==> src/rtl/noc_resp_deframer.sv <==
// noc_resp_deframer: parses read/write response packets from the NOC byte
// stream, assembles payload into 64-bit words and queues completed responses
// in a small show-ahead FIFO. Truncated packets raise err_trunc. Responses
// that find the FIFO full raise err_ovf. In both cases the packet is dropped.
module noc_resp_deframer #(
    parameter int DEPTH = 4
) (
    input  logic        clk,
    input  logic        reset,
    input  logic        noc_from_dev_ctl,
    input  logic [7:0]  noc_from_dev_data,
    output logic        rsp_valid,
    input  logic        rsp_ready,
    output logic        rsp_is_read,
    output logic [7:0]  rsp_tag,
    output logic [1:0]  rsp_size,
    output logic [63:0] rsp_data,
    output logic        err_trunc,
    output logic        err_ovf
);
    localparam int AW = $clog2(DEPTH);

    typedef struct packed {
        logic        is_read;
        logic [7:0]  tag;
        logic [1:0]  size;
        logic [63:0] data;
    } rsp_t;

    typedef enum logic [1:0] {S_IDLE, S_TAG, S_BODY, S_SKIP} state_t;

    state_t          state, state_nxt, hdr_state;
    logic [2:0]      hdr_cmd;
    logic            hdr_rsp;
    logic            is_read_q;
    logic [1:0]      size_q;
    logic [7:0]      tag_q;
    logic [7:0][7:0] asm_q, asm_nxt;
    logic [2:0]      count_q;
    logic [3:0]      lanes;
    logic            last_byte;
    logic            hdr_latch, tag_latch, body_wr, push, trunc;

    rsp_t            mem [DEPTH];
    rsp_t            entry, head;
    logic [AW:0]     wr_ptr, rd_ptr;
    logic            empty, full, pop, push_ok;

    assign hdr_cmd   = noc_from_dev_data[7:5];
    assign hdr_rsp   = (hdr_cmd == 3'd3) || (hdr_cmd == 3'd4);
    // Writes latch size 0, so the lane formula also yields a one-byte body.
    assign lanes     = 4'd1 << size_q;
    assign last_byte = ({1'b0, count_q} == (lanes - 4'd1));

    // Where any header byte sends the parser, whatever state it is in
    always_comb begin
        hdr_state = S_SKIP;
        if (hdr_cmd == 3'd0) hdr_state = S_IDLE;
        else if (hdr_rsp)    hdr_state = S_TAG;
    end

    // State register
    always_ff @(posedge clk) begin
        if (reset) state <= S_IDLE;
        else       state <= state_nxt;
    end

    // Next-state: any ctl=1 byte is decoded as a header, even mid-packet
    always_comb begin
        state_nxt = state;
        case (state)
            S_IDLE, S_SKIP: if (noc_from_dev_ctl) state_nxt = hdr_state;
            S_TAG:          state_nxt = noc_from_dev_ctl ? hdr_state : S_BODY;
            S_BODY: begin
                if (noc_from_dev_ctl) state_nxt = hdr_state;
                else if (last_byte)   state_nxt = S_IDLE;
            end
            default:        state_nxt = S_IDLE;
        endcase
    end

    // FSM outputs: datapath strobes, push and truncation detect
    always_comb begin
        hdr_latch = noc_from_dev_ctl && hdr_rsp;
        tag_latch = (state == S_TAG)  && !noc_from_dev_ctl;
        body_wr   = (state == S_BODY) && !noc_from_dev_ctl;
        push      = body_wr && last_byte;
        trunc     = noc_from_dev_ctl && ((state == S_TAG) || (state == S_BODY));
    end

    // Entry built from the assembly register plus the byte arriving now,
    // so the push happens on the edge that samples the last byte
    always_comb begin
        asm_nxt          = asm_q;
        asm_nxt[count_q] = noc_from_dev_data;
        entry.is_read    = is_read_q;
        entry.tag        = tag_q;
        entry.size       = size_q;
        entry.data       = asm_nxt;
    end

    // Packet datapath: header fields, tag, payload assembly, byte count
    always_ff @(posedge clk) begin
        if (reset) begin
            is_read_q <= 1'b0;
            size_q    <= '0;
            tag_q     <= '0;
            asm_q     <= '0;
            count_q   <= '0;
            err_trunc <= 1'b0;
        end else begin
            err_trunc <= trunc;
            if (hdr_latch) begin
                is_read_q <= (hdr_cmd == 3'd3);
                size_q    <= (hdr_cmd == 3'd3) ? noc_from_dev_data[4:3] : 2'd0;
            end
            if (tag_latch) begin
                tag_q   <= noc_from_dev_data;
                asm_q   <= '0;
                count_q <= '0;
            end
            if (body_wr) begin
                asm_q   <= asm_nxt;
                count_q <= count_q + 3'd1;
            end
        end
    end

    assign empty   = (wr_ptr == rd_ptr);
    assign full    = (wr_ptr[AW] != rd_ptr[AW]) && (wr_ptr[AW-1:0] == rd_ptr[AW-1:0]);
    assign pop     = rsp_valid && rsp_ready;
    // A full FIFO still takes a push when the head leaves on the same edge
    assign push_ok = push && (!full || pop);

    // FIFO storage, no reset needed: outputs are gated by rsp_valid
    always_ff @(posedge clk) begin
        if (push_ok) mem[wr_ptr[AW-1:0]] <= entry;
    end

    // FIFO pointers and overflow pulse
    always_ff @(posedge clk) begin
        if (reset) begin
            wr_ptr  <= '0;
            rd_ptr  <= '0;
            err_ovf <= 1'b0;
        end else begin
            err_ovf <= push && full && !pop;
            if (push_ok) wr_ptr <= wr_ptr + 1'b1;
            if (pop)     rd_ptr <= rd_ptr + 1'b1;
        end
    end

    // Show-ahead head, zeroed while empty
    always_comb begin
        head        = mem[rd_ptr[AW-1:0]];
        rsp_valid   = !empty;
        rsp_is_read = rsp_valid ? head.is_read : 1'b0;
        rsp_tag     = rsp_valid ? head.tag     : 8'h00;
        rsp_size    = rsp_valid ? head.size    : 2'd0;
        rsp_data    = rsp_valid ? head.data    : 64'h0;
    end

endmodule

==> config.mk <==
export PLATFORM = sky130hd
export DESIGN_NAME = noc_resp_deframer
export DESIGN_NICKNAME = d
export VERILOG_FILES = /design/src/rtl/noc_resp_deframer.sv
export SDC_FILE = /design/constraint.sdc
export NUM_CORES = 1
export LEC_CHECK = 0
export BUFFER_PORTS_ARGS = -buffer_cell sky130_fd_sc_hd__buf_2
export CORE_MARGIN = 3
export CORE_UTILIZATION = 53
export CTS_CLUSTER_SIZE = 10
export DETAILED_ROUTE_END_ITERATION = 7
export GPL_TIMING_DRIVEN = 0
export PLACE_DENSITY = 0.8
export SLEW_MARGIN = 20
export SYNTH_ARGS = -nofsm -noshare
export SYNTH_HDL_FRONTEND = slang
export SYNTH_SLANG_ARGS = --single-unit
==> constraint.sdc <==
create_clock -name clk -period 3.55 [get_ports clk]
set_input_delay 0.5325 -clock clk [delete_from_list [all_inputs] [get_ports clk]]
set_output_delay 0.5325 -clock clk [all_outputs]
set_load 0.02 [all_outputs]
* After elaboration in Yosys (flattened, before gate mapping) *
Memories as Yosys holds them, arrays and structs flattened. A register that Yosys moved wholly into a read port is not among the register bits.
Cells that the tools add are included.

word-level totals
  bits in writable memories = 300
  input port bits = 12
  output and inout port bits = 78
  word-level logic and storage cells = 82
  flip-flop bits (word level) = 88
  memories = 1

memory list
  name  depth  bits a word  rd ports  clocked after memory_dff  wr ports  RTL line  text
  mem   4      75           1         1                         1         44        rsp_t mem [DEPTH];

cells by class
  magnitude comparators = 2
  add/sub/neg operators = 4
  reductions and logical operators = 23
  muxes and demuxes = 23
  shifts and indexed selects = 1
  eq/ne operators = 11

operators with widths
  operator               count
  $mux W64               3
  $bwmux W64             1
  $demux W8 S3           1
  $mux W2                10
  $mux W8                2
  $logic_and A1 B1 Y1    11
  $add A3 B1 Y3 const B  3
  $mux W3                2
  $pmux W2 S3            1
  $eq A2 B2 Y1 const B   2
  $eq A3 B4 Y1           1
  $logic_not A1 Y1       4
  $lt A3 B4 Y1 const B   1
  $shl A1 B2 Y4 const A  1
  $sub A4 B1 Y4 const B  1
  $eq A3 B2 Y1 const B   1
  $eq A3 B3 Y1           1
  $eq A3 B3 Y1 const B   1
  $ge A3 B1 Y1 const B   1
  $logic_not A3 Y1       1
  $logic_or A1 B1 Y1     3
  $mux W1                3
  $ne A3 B3 Y1 const B   1
  $eq A2 B1 Y1 const B   1
  7 further kinds        7

* Logic depth before layout (Yosys ltp) *
  depth after elaboration = 7
  gate-level depth with buffers = 9
  mapped depth without buffers = 6

* Worst setup path before layout *
No wires, ideal clock.

  path kind = flip-flop to flip-flop
  start = register count_q[2]
  end = register wr_ptr[2]
  slack = -0.030 ns
  arrival time = 3.456 ns
  period minus slack after synthesis = 3.580 ns
  cell stages (with the launch flop) = 6
  required time = 3.426 ns
  path through = dfxtp_1 > buf_6 > nor3_4 > nand2_4 > a211oi_4 > mux2_1

between the ends
  word-level cells in the longest chain between the ends = 3

ends and longest elaborated chain
  item                    RTL line  text
  start, declared         39        logic [2:0] count_q;
  start signal, assigned  124       count_q <= count_q + 3'd1;
  $eq A3 B4 Y1            53        assign last_byte = ({1'b0, count_q} == (lanes - 4'd1));
  $logic_and A1 B1 Y1     87        push = body_wr && last_byte;
  $logic_and A1 B1 Y1     133       assign push_ok = push && (!full || pop);
  end signal, assigned    148       if (push_ok) wr_ptr <= wr_ptr + 1'b1;
  end, declared           46        logic [AW:0] wr_ptr, rd_ptr;

Every way passes these cells.
A chain may end at the register's enable or synchronous reset.

==> metrics.md <==
| Metric | Value |
|---|---|
| Status | finished clean |
| Num Clock Sinks | 390 |
| Clock skew | 0.01700 ns |
| GRT overflow | 0 |
| Drt first pass iters | 5 |
| Unique masters post-synth | 56 |
| Worst hold path class | input port to flop |
| Effective utilization at floorplan | 54.06% |
| Synth area leader | edfxtp_1 |
| Post-route ant nets | 0 |
| Final Cycle Share | 95.60% |
| Fillcell total | 2019 |
| Seq cells post-synth | 390 |
| Post-cts sizing count | 0 |
| Post-Route WL | 33160 um |
| Crit path arrival time | between 2 and 3 ns |
| Crit path max fanout | 10 |
| Number of global-route vias before repair | 8913 |
| CTS tree | done |
| CP startpoint kind | flop |
| Iter 0 DRT Violations | ~800 |
| Actual slew at the worst max-slew pin | 0.9521 ns |
| Async set-or-reset flop fraction in the synthesized netlist | 0% |
| Yosys top cell area share | 57.74% |
| Final Instance Area | 0.01800 sq mm |
| Buffers on Ports | 87 |
| Wire length per cell | 22.30 um |
| Maximum number of pins on one net before global-route repair | 44 |
| Nets@finish | 1087 |
| Placed instance count | 1404 |
| Power Density | 677.2 mW/mm^2 |
| Clock Root Buffer | clkbuf_16 |
| H-tree lvl count | 2 |
| Max cap viols | 0 |
| Die area | 0.03153 sq mm |
| Row count | 62 |
| Share of layout cells above drive strength 1 | 29.49% |
| Most numerous cell in the Yosys netlist | edfxtp_1 |
| DR vias/cell | just under 6 |
| Netlist Area Pre-Place | around 0.016 sq mm |
| # hold bufs at CTS | 0 |
| Via count | 8756 |
| Syn Area/Cell | 16.90 sq um |
| Core Util, Final | between 60% and 70% |
| Ys Warns | 0 |
| Clk buf depth | 3 |
| Critical path class | flop to output pin |
| Core Area | 0.02886 sq mm |
| Ys flop type | edfxtp_1 |
| I/O Pins | 90 |
| Max Slew Vio Count | 0 |
| DR DRC count | 0 |
| Hold Vio Cnt, Final | 0 |
| Clk slew on worst S/H paths | 0.06 ns |
| Worst VDD drop | 437.1 uV |
| Min Tclk post-route | 3.394 ns |
| Total CTS buffers | 45 |
| Non-Filler Instances | 1487 |
| Sequential area share after synthesis | a little under 70% |
| Critical Path RT | between 3 and 4 ns |
| Crit path capture type | output pin |
| Top cells by area, synth | edfxtp_1 (58%), dfxtp_1 (12%), mux4_2 (11%) |
| Post-synth EDFFs | 300 |
| Routability congestion estimate | 0.8265 |
| P_leak | 6.314 nW |
| Area Overhead vs Synth | 15.38% |
| Post-CTS Setup Bufs | 0 |
| Slew HR | 36.52% |
| Die width | 177.6 um |
| Top cells by count, synth | edfxtp_1 (300), dfxtp_1 (90), nor2_1 (83), and2_1 (78), mux4_2 (75) |
| DP HPWL | 20580 um |
| Fmax achieved | 294.7 MHz |
| RSZ-0062 raised after global routing | no |
| Mapped Cells | 923 |
| Initial antenna violation count | 4 |
| Final setup fails | 0 |
| Dpl cell area | approximately 0.017 sq mm |
| Tot GR Track Use | 21.26% |
| Clk_lat worst skew | approximately 0.55 ns |
| Die height | 177.6 um |
| First-pass GRT wire length | 50800 um |
| Syn nets | 943 |
[placed cells by master (no fill, tap or decap), types with 3 or more instances in the layout]
cell type,n
inv_1,5
and2_4,3
xor2_1,5
a22oi_1,65
mux2_2,65
mux4_2,75
nand3b_1,4
nand3_1,3
nand2_1,20
a21oi_1,12
inv_6,3
dfxtp_1,90
buf_2,102
clkbuf_2,5
buf_8,6
nor2_1,83
nor2b_1,5
nand2b_1,4
ha_1,8
clkbuf_1,67
nor3b_4,3
clkbuf_16,45
and2_1,75
buf_1,3
edfxtp_1,300
[final cells by class]
cell class              count  area (sq um)  area share (%)
inverters                   5         18.77          0.1043
clock inverters             4         46.29          0.2572
repair buffers             97         611.8           3.399
well taps                 384         480.5           2.669
clock buffers              78          1250           6.944
multi-input cells         468          4516           25.09
flip-flops and latches    390         10810           60.05
diodes                      1         2.502         0.01390
plain buffers              60         265.3           1.474
[critical path: stages (launching register included)]
cell	delay, ns
dfxtp_1	0.36
clkbuf_1	0.58
clkbuf_1	0.58
mux4_2	0.45
and2_1	0.20
buf_2	0.16
[flip-flops by register name (all words and copies together), names as in the netlist, named ones only]
register   cells
rd_ptr         3
wr_ptr         3
is_read_q      1
mem          300
err_trunc      1
asm_q         64
err_ovf        1
tag_q          8
count_q        3
state          2
size_q         2
[final timing paths]
kind / end / cells past startpoint / slack [ns] / start
setup / recovery: rsp_data[13] / 5 / 0.16 / flop
hold / removal: tag_q[1] / 3 / 0.43 / noc_from_dev_data[1]
setup reg to reg: mem[1][54] / 6 / 0.68 / count_q[2]
hold reg to reg: asm_q[61] / 2 / 0.49 / asm_q[61]
[metal layers]
metal / share of wire [%] / vias to the layer above / global-route usage, %
li1: - / 3879 / -
met1: 41 / 4474 / 28.93
met2: 49 / 328 / 34.68
met3: 7.2 / 69 / 4.472
met4: 2.6 / 6 / 6.839
met5: 0.11 / - / 0
[kinds of logic after synthesis]
family	after synthesis	synth area share, %
compound gates	95	4.708
xor+xnor	6	0.3368
fa+ha+maj	8	0.6416
buf+inv	65	1.812
flops	390	69.29
mux	143	15.72
simple gates	216	7.491
[report_power, final]
| part | leakage [nW] | total, mW | internal, mW | switching, mW |
|---|---|---|---|---|
| logic | 2.14 | 2.82 | 1.11 | 1.71 |
| clock network | 0.617 | 4.11 | 2.39 | 1.72 |
| registers | 3.56 | 5.26 | 5.18 | 0.0876 |
| total | 6.31 | 12.2 | 8.67 | 3.52 |
[per-stage QoR]
stage	setup WS (ns)	power, mW	hold WS [ns]	TNS, ns
floorplan	0.006165	7.309	0.4598	0
global placement	-1.581	8.161	0.4716	-452.42
detailed placement	0.6582	8.197	0.4788	0
CTS	0.09433	12.28	0.4072	0
global route	0.04711	12.70	0.4090	0
finish	0.1563	12.19	0.4301	0
No activity file was read; power rests on OpenSTA's default activity.
